$ cat src/rtl/psum_accumulator_spad_if.sv
// ---------------------------------------------------------------------------
// psum_accumulator_spad_if
// Bundles the accumulate, drain-control and drain-output ports of the
// partial-sum scratchpad.
//   slave  : the scratchpad side (accepts beats, produces drained entries)
//   master : the producer/consumer side
// Signals:
//   in_valid/in_ready/in_addr/in_data/in_clear : accumulate beat
//   drain_start/drain_max                      : drain request
//   out_valid/out_ready/out_data/out_addr      : drained entry stream
//   drain_done                                 : final drain handshake pulse
//   busy                                       : scratchpad not idle
// ---------------------------------------------------------------------------
interface psum_accumulator_spad_if #(
    parameter int DATA_WIDTH = 16,
    parameter int ADDR_WIDTH = 8
);
    logic                  in_valid;
    logic                  in_ready;
    logic [ADDR_WIDTH-1:0] in_addr;
    logic [DATA_WIDTH-1:0] in_data;
    logic                  in_clear;
    logic                  drain_start;
    logic [ADDR_WIDTH-1:0] drain_max;
    logic                  out_valid;
    logic                  out_ready;
    logic [DATA_WIDTH-1:0] out_data;
    logic [ADDR_WIDTH-1:0] out_addr;
    logic                  drain_done;
    logic                  busy;

    modport slave (
        input  in_valid, in_addr, in_data, in_clear, drain_start, drain_max, out_ready,
        output in_ready, out_valid, out_data, out_addr, drain_done, busy
    );

    modport master (
        output in_valid, in_addr, in_data, in_clear, drain_start, drain_max, out_ready,
        input  in_ready, out_valid, out_data, out_addr, drain_done, busy
    );
endinterface

$ cat src/rtl/psum_accumulator_spad.sv
// ---------------------------------------------------------------------------
// psum_accumulator_spad
// Partial-sum scratchpad. Accepted beats add into (or overwrite, with
// in_clear) the addressed entry via a two-stage read-modify-write pipeline
// with same-address forwarding. A drain streams entries 0..drain_max out
// over a valid/ready port and zeroes each entry as it is read.
// Ports:
//   clk  : rising-edge clock
//   rst  : asynchronous active-low reset
//   bus  : psum_accumulator_spad_if.slave (accumulate, drain, output stream)
// ---------------------------------------------------------------------------
module psum_accumulator_spad #(
    parameter int DATA_WIDTH = 16,
    parameter int ADDR_WIDTH = 8
) (
    input  logic                     clk,
    input  logic                     rst,
    psum_accumulator_spad_if.slave   bus
);
    localparam int DEPTH = 1 << ADDR_WIDTH;

    typedef enum logic [1:0] {IDLE, FLUSH, DRAIN} state_t;

    state_t                state_q;
    logic [DATA_WIDTH-1:0] mem [DEPTH];
    logic [DATA_WIDTH-1:0] rd_q;

    // Beat committing this cycle (accepted last cycle)
    logic                  s2_vld_q;
    logic [ADDR_WIDTH-1:0] s2_addr_q;
    logic [DATA_WIDTH-1:0] s2_data_q;
    logic                  s2_clr_q;
    // Forwarded operand captured when a beat followed one to the same address
    logic                  fwd_sel_q;
    logic [DATA_WIDTH-1:0] fwd_val_q;

    logic [ADDR_WIDTH-1:0] max_q;
    logic [ADDR_WIDTH-1:0] rd_cnt_q;
    logic                  rd_done_q;
    logic                  out_valid_q;
    logic [ADDR_WIDTH-1:0] out_addr_q;

    logic                  accept;
    logic [DATA_WIDTH-1:0] operand;
    logic [DATA_WIDTH-1:0] sum;
    logic                  out_fire;
    logic                  last_fire;
    logic                  drain_issue;
    logic                  ren;
    logic [ADDR_WIDTH-1:0] raddr;
    logic                  wen;
    logic [ADDR_WIDTH-1:0] waddr;
    logic [DATA_WIDTH-1:0] wdata;

    always_comb begin
        accept      = bus.in_valid & (state_q == IDLE);
        operand     = fwd_sel_q ? fwd_val_q : rd_q;
        sum         = s2_clr_q ? s2_data_q : operand + s2_data_q;
        out_fire    = out_valid_q & bus.out_ready;
        last_fire   = out_fire & (out_addr_q == max_q);
        // Read k only when the output register is free (or freeing) so
        // nothing is lost under backpressure.
        drain_issue = (state_q == DRAIN) & ~rd_done_q & (~out_valid_q | bus.out_ready);
        // Accumulate and drain never overlap: DRAIN is entered with an empty
        // pipeline and no beats are accepted outside IDLE.
        ren         = accept | drain_issue;
        raddr       = drain_issue ? rd_cnt_q : bus.in_addr;
        wen         = s2_vld_q | drain_issue;
        waddr       = s2_vld_q ? s2_addr_q : rd_cnt_q;
        wdata       = s2_vld_q ? sum : '0;
    end

    // Storage is not reset. rd_q only updates on a read, so it also serves
    // as the held output data while a drained entry is stalled.
    always_ff @(posedge clk) begin
        if (wen) mem[waddr] <= wdata;
        if (ren) rd_q <= mem[raddr];
    end

    always_ff @(posedge clk or negedge rst) begin
        if (!rst) begin
            state_q     <= IDLE;
            s2_vld_q    <= 1'b0;
            s2_addr_q   <= '0;
            s2_data_q   <= '0;
            s2_clr_q    <= 1'b0;
            fwd_sel_q   <= 1'b0;
            fwd_val_q   <= '0;
            max_q       <= '0;
            rd_cnt_q    <= '0;
            rd_done_q   <= 1'b0;
            out_valid_q <= 1'b0;
            out_addr_q  <= '0;
        end else begin
            s2_vld_q <= accept;
            if (accept) begin
                s2_addr_q <= bus.in_addr;
                s2_data_q <= bus.in_data;
                s2_clr_q  <= bus.in_clear;
                // Memory read this cycle misses the write in flight
                fwd_sel_q <= s2_vld_q & (s2_addr_q == bus.in_addr);
                fwd_val_q <= sum;
            end

            unique case (state_q)
                IDLE: begin
                    if (bus.drain_start) begin
                        max_q     <= bus.drain_max;
                        rd_cnt_q  <= '0;
                        rd_done_q <= 1'b0;
                        state_q   <= (accept | s2_vld_q) ? FLUSH : DRAIN;
                    end
                end
                FLUSH: begin
                    if (!s2_vld_q) state_q <= DRAIN;
                end
                DRAIN: begin
                    if (drain_issue) begin
                        // Saturate at max so a full-range drain cannot wrap
                        if (rd_cnt_q == max_q) rd_done_q <= 1'b1;
                        else                   rd_cnt_q  <= rd_cnt_q + 1'b1;
                    end
                    if (last_fire) state_q <= IDLE;
                end
                default: state_q <= IDLE;
            endcase

            if (drain_issue) begin
                out_valid_q <= 1'b1;
                out_addr_q  <= rd_cnt_q;
            end else if (out_fire) begin
                out_valid_q <= 1'b0;
            end
        end
    end

    assign bus.in_ready   = (state_q == IDLE);
    assign bus.out_valid  = out_valid_q;
    assign bus.out_data   = out_valid_q ? rd_q : '0;
    assign bus.out_addr   = out_addr_q;
    assign bus.drain_done = last_fire;
    assign bus.busy       = (state_q != IDLE) | s2_vld_q;
endmodule

$ cat src/flat_wrapper.sv
// flat-port wrapper written by rule: the top's interface ports become plain ports
module psum_accumulator_spad_flat 
#(
    parameter int DATA_WIDTH = 16,
    parameter int ADDR_WIDTH = 8
)
  (clk, rst, bus_in_valid, bus_in_addr, bus_in_data, bus_in_clear, bus_drain_start, bus_drain_max, bus_out_ready, bus_in_ready, bus_out_valid, bus_out_data, bus_out_addr, bus_drain_done, bus_busy);
  psum_accumulator_spad_if #(.DATA_WIDTH(DATA_WIDTH), .ADDR_WIDTH(ADDR_WIDTH)) bus_i ();
  input  logic clk;
  input  logic rst;
  input wire logic [$bits(bus_i.in_valid)-1:0] bus_in_valid;
  input wire logic [$bits(bus_i.in_addr)-1:0] bus_in_addr;
  input wire logic [$bits(bus_i.in_data)-1:0] bus_in_data;
  input wire logic [$bits(bus_i.in_clear)-1:0] bus_in_clear;
  input wire logic [$bits(bus_i.drain_start)-1:0] bus_drain_start;
  input wire logic [$bits(bus_i.drain_max)-1:0] bus_drain_max;
  input wire logic [$bits(bus_i.out_ready)-1:0] bus_out_ready;
  output wire logic [$bits(bus_i.in_ready)-1:0] bus_in_ready;
  output wire logic [$bits(bus_i.out_valid)-1:0] bus_out_valid;
  output wire logic [$bits(bus_i.out_data)-1:0] bus_out_data;
  output wire logic [$bits(bus_i.out_addr)-1:0] bus_out_addr;
  output wire logic [$bits(bus_i.drain_done)-1:0] bus_drain_done;
  output wire logic [$bits(bus_i.busy)-1:0] bus_busy;
  assign bus_i.in_valid = bus_in_valid;
  assign bus_i.in_addr = bus_in_addr;
  assign bus_i.in_data = bus_in_data;
  assign bus_i.in_clear = bus_in_clear;
  assign bus_i.drain_start = bus_drain_start;
  assign bus_i.drain_max = bus_drain_max;
  assign bus_i.out_ready = bus_out_ready;
  assign bus_in_ready = bus_i.in_ready;
  assign bus_out_valid = bus_i.out_valid;
  assign bus_out_data = bus_i.out_data;
  assign bus_out_addr = bus_i.out_addr;
  assign bus_drain_done = bus_i.drain_done;
  assign bus_busy = bus_i.busy;
  psum_accumulator_spad #(.DATA_WIDTH(DATA_WIDTH), .ADDR_WIDTH(ADDR_WIDTH)) u_core (.clk(clk), .rst(rst), .bus(bus_i));
endmodule
$ cat config.mk
export PLATFORM = sky130hd
export DESIGN_NAME = psum_accumulator_spad_flat
export DESIGN_NICKNAME = d
export VERILOG_FILES = /design/src/rtl/psum_accumulator_spad_if.sv /design/src/rtl/psum_accumulator_spad.sv /design/src/flat_wrapper.sv
export SDC_FILE = /design/constraint.sdc
export NUM_CORES = 2
export LEC_CHECK = 0
export BUFFER_PORTS_ARGS = -buffer_cell sky130_fd_sc_hd__buf_2
export CELL_PAD_IN_SITES_DETAIL_PLACEMENT = 1
export CELL_PAD_IN_SITES_GLOBAL_PLACEMENT = 2
export CORE_MARGIN = 5
export CORE_UTILIZATION = 40
export CTS_BUF_LIST = sky130_fd_sc_hd__clkbuf_4 sky130_fd_sc_hd__clkbuf_8
export CTS_CLUSTER_DIAMETER = 120
export CTS_CLUSTER_SIZE = 40
export DETAILED_ROUTE_END_ITERATION = 10
export PLACE_DENSITY = 0.8
export SYNTH_ARGS = -nofsm -noshare
export SYNTH_HDL_FRONTEND = slang
export SYNTH_SLANG_ARGS = --single-unit
$ cat constraint.sdc
create_clock -name clk -period 27.7 [get_ports clk]
set_clock_uncertainty 0.2 [all_clocks]
set_input_delay 5.54 -clock clk [delete_from_list [all_inputs] [get_ports clk]]
set_output_delay 5.54 -clock clk [all_outputs]
set_load 0.05 [all_outputs]
==> metrics list <==
* Number of antenna violations at the first check in global routing: 48
- Synthesized netlist net count: 10600
* First-pass GRT wire length: 768000 um
* Share of synthesized cell area in and, or, nand and nor gates: 0.0782
- Summing over every cut layer, the via total after detailed routing is 102000.
- Area of the mapped netlist: 0.166 mm2
- Portion of netlist area occupied by mux cells: 0.0519
- Kind of end point of the critical path: output pin
- The number of clock buffers added by TritonCTS is 119.
- Synth Warn #: 0
- By area, the combinational part of the netlist is dominated by compound AO/OA/AOI/OAI gates.
* Clock H-tree levels: 3
- Counting I/O delays and the setup requirement, the final critical path takes 12140 ps.
* Boundary Pins: 66
- Clock tree from TritonCTS: done
* Most area-consuming cells after synthesis: edfxtp_1 (74%), mux2i_1 (4.2%), a211oi_1 (2.2%), nand2_1 (1.9%), and3_1 (1.8%)
- Once detailed placement completed, the half-perimeter wirelength came to 323000 um.
- Clock-pin slew was measured on the worst setup and hold paths at 260 ps.
- Setup violations remaining at the end of the flow were counted as 0.
- Unrepaired setup endpoints after global routing: false
- RR Startpoint: u_core.bus.out_valid
* Total length of routed wires: 548000 um
* Largest net degree at the start of global routing: 190
- Std-Cell Core Area: 0.414 mm2
* Average cell area after synthesis: 15.7 um2
- Final Max Slew Viols: 6
- Most common library cell in the layout ignoring fill and taps: edfxtp_1
- The most used flip-flop cell after synthesis is edfxtp_1.
- Detailed routing placed a total of 52600 um of wire on met3.
- After detailed routing, no signal wire sits above met5.
* Post-route worst hold slack: 315 ps
* Clock tree root buffer cell: clkbuf_8
- For this configuration, the core starts out at a cell density of 0.402.
- CTS saw 4183 sinks.
- Full die area: 0.429 mm2
- Input and output buffers added on the ports amount to 65.
- Proportion of register bits with asynchronous set or reset after synthesis: 0.0170
- The checks that failed: max-capacitance violations, max-slew violations.
- Final Util: 0.426
- Status: finished, violations left
* Area growth from synthesis to layout: 6.10%
* CTS hold repair buffers: 0
* Met1 WL: 208000 um
* Detailed router's first-iteration violation count: 14600
- Leakage power: 57.8 nW
* Largest fanout on the critical path: 3
* Die H: 655 um
* Data arrival time of the critical path: 6400 ps
- After clock tree synthesis, the setup repair step added 0 buffers.
- Routability-driven placement finished with a final weighted congestion of 0.892.
- Seq/Total Area, Yosys: 0.754
- The floorplan has 236 rows.
- Number of synthesized register bits: 4183
- Remaining antenna violation count after routing: 0
- Maximum buffer depth of the clock tree: 4
- Parity-gate share of the synthesized area counting xor and xnor cells: 0.00227
- In the final routed layout, each cell accounts on average for 34.2 um.
- At the worst endpoint, the required time is 21960 ps.
* Via count of the first global-routing pass: 103000
* Via density: 6.38
- Pre-Repair DR Iteration Count: 8
- In the final layout, the share of cells above drive strength 1 is 0.0991.
- Number of nets in the final layout: 10500
* Syn Inst Count: 10600
- Yosys mapped the design onto 94 distinct sky130hd cell types.
- Total power density per cell area: 85.2 mW/mm2
- Overflow after GRT: 0
- The worst hold path begins at u_core.fwd_val_q[7].
* Global-route total usage across every layer: 0.247
- Max-cap viol count: 3
* Worst slew margin: -0.0116
- In this run the worst setup path begins at bus_out_ready.
- The later pin in the worst-skew pair is clocked with a latency of 1180 ps.
* # resized after CTS: 0
- Counting flops with a built-in enable in the synthesized netlist gives 4112.
- Slew of the pin with the lowest slew margin: 1510 ps
* Type of element launching the critical path: input pin
* Final hold viol count: 0
- Once layout is done, the placed cells without fillers occupy 0.176 mm2.
- The largest total area in the synthesized netlist belongs to edfxtp_1.
- Maximum clock frequency: 0.0823 GHz
- Adder and majority cell fraction of the synthesized area: 0.00132
- Top library cells by usage in the layout, fill and taps aside: edfxtp_1 (4112), nand2_1 (852), mux2i_1 (697)
- Proportion of netlist area held by the largest area contributor: 0.743
- Chip Width: 655 um
- Total power draw: 15.0 mW
- Critical setup path kind: input pin to output pin
* Detailed-route DRC error count: 0
- Detailed routing placed a total of 257000 um of wire on met2.
- Post-route fraction of the period consumed by the critical path: 0.438
* Compound-gate portion of the synthesized area: 0.0894
- Max IR drop VDD: 0.0793 mV
* Class of the tightest hold or removal check: register to register
* Dpl cell area: 0.174 mm2
- Post-route setup TNS: 0 ps
## synthesized netlist by cell type, types with 36 or more instances
| master | number |
|---|---|
| nand4_1 | 37 |
| nand3_1 | 428 |
| and2_1 | 68 |
| or4_1 | 69 |
| a222oi_1 | 42 |
| a32oi_1 | 96 |
| a21oi_1 | 368 |
| a211oi_1 | 478 |
| buf_2 | 245 |
| nand2_1 | 860 |
| dfrtp_1 | 71 |
| a31oi_1 | 40 |
| o21ai_0 | 339 |
| mux2i_1 | 697 |
| a221oi_1 | 43 |
| edfxtp_1 | 4112 |
| clkbuf_1 | 411 |
| a31o_2 | 107 |
| nor4_1 | 190 |
| a22o_1 | 45 |
| buf_1 | 56 |
| buf_4 | 78 |
| o22ai_1 | 258 |
| mux4_2 | 55 |
| mux2_2 | 36 |
| nor2_1 | 305 |
| a21o_1 | 45 |
| and3_1 | 475 |
| a32o_1 | 38 |
## power by group
part | total (mW) | switching (mW) | internal, mW
clock | 2.19 | 1.75 | 0.435
combinational | 4.83 | 3.63 | 1.20
sequential | 8.01 | 0.110 | 7.90
## final timing paths
check | endpoint | slack, ps | cells after the start
max in group asynchronous | u_core.s2_addr_q[3] | 22410 | 1
worst min register to register | u_core.fwd_val_q[7] | 310 | 2
worst max-delay path | bus_drain_done | 15560 | 4
worst min-delay path | u_core.fwd_val_q[7] | 310 | 2
min in group asynchronous | u_core.s2_clr_q | 4280 | 1
worst max register to register | u_core.rd_q[5] | 19590 | 12
## state kept, by name, indices dropped and copies added, names as in the netlist
register              count
u_core.s2_data_q         16
u_core.s2_vld_q           1
u_core.fwd_val_q         16
u_core.rd_q              16
u_core.rd_cnt_q           8
u_core.mem             4096
u_core.state_q            2
u_core.max_q              8
u_core.s2_addr_q          8
u_core.fwd_sel_q          1
u_core.rd_done_q          1
u_core.bus.out_valid      1
u_core.bus.out_addr       8
u_core.s2_clr_q           1
## per-layer routing
metal / track usage / vias to the layer above
li1: - / 41500
met1: 0.327 / 54200
met2: 0.398 / 5500
met3: 0.0393 / 920
met4: 0.116 / 14
met5: 0 / -
## metrics by stage
| step | setup slack, ps | instances |
|---|---|---|
| CTS | 15560 | 16000 |
| floorplan | 15240 | 10600 |
| global route | 15510 | 16000 |
| finish | 15560 | 16000 |
| global placement | 14920 | 15800 |
| detailed placement | 14860 | 15800 |
## critical path, stage by stage
cell	delay, ps
buf_2	160
nand3_1	100
nor3_1	270
buf_2	330
## cell type report
cell class,count,area (um2)
diodes,40,100
multi-input cells,5574,37700
fillers,40600,237000
inverters,17,63.8
repair buffers,569,4450
clock buffers,144,1840
flip-flops and latches,4183,125000
well taps,5474,6850
clock inverters,7,72.6
## logic make-up after synthesis
group           Yosys count
fa+ha+maj                17
mux                     789
compound gates         2146
simple gates           2579
buf+inv                 830
flops                  4183
xor+xnor                 43
(Power assumes the default switching activity.)
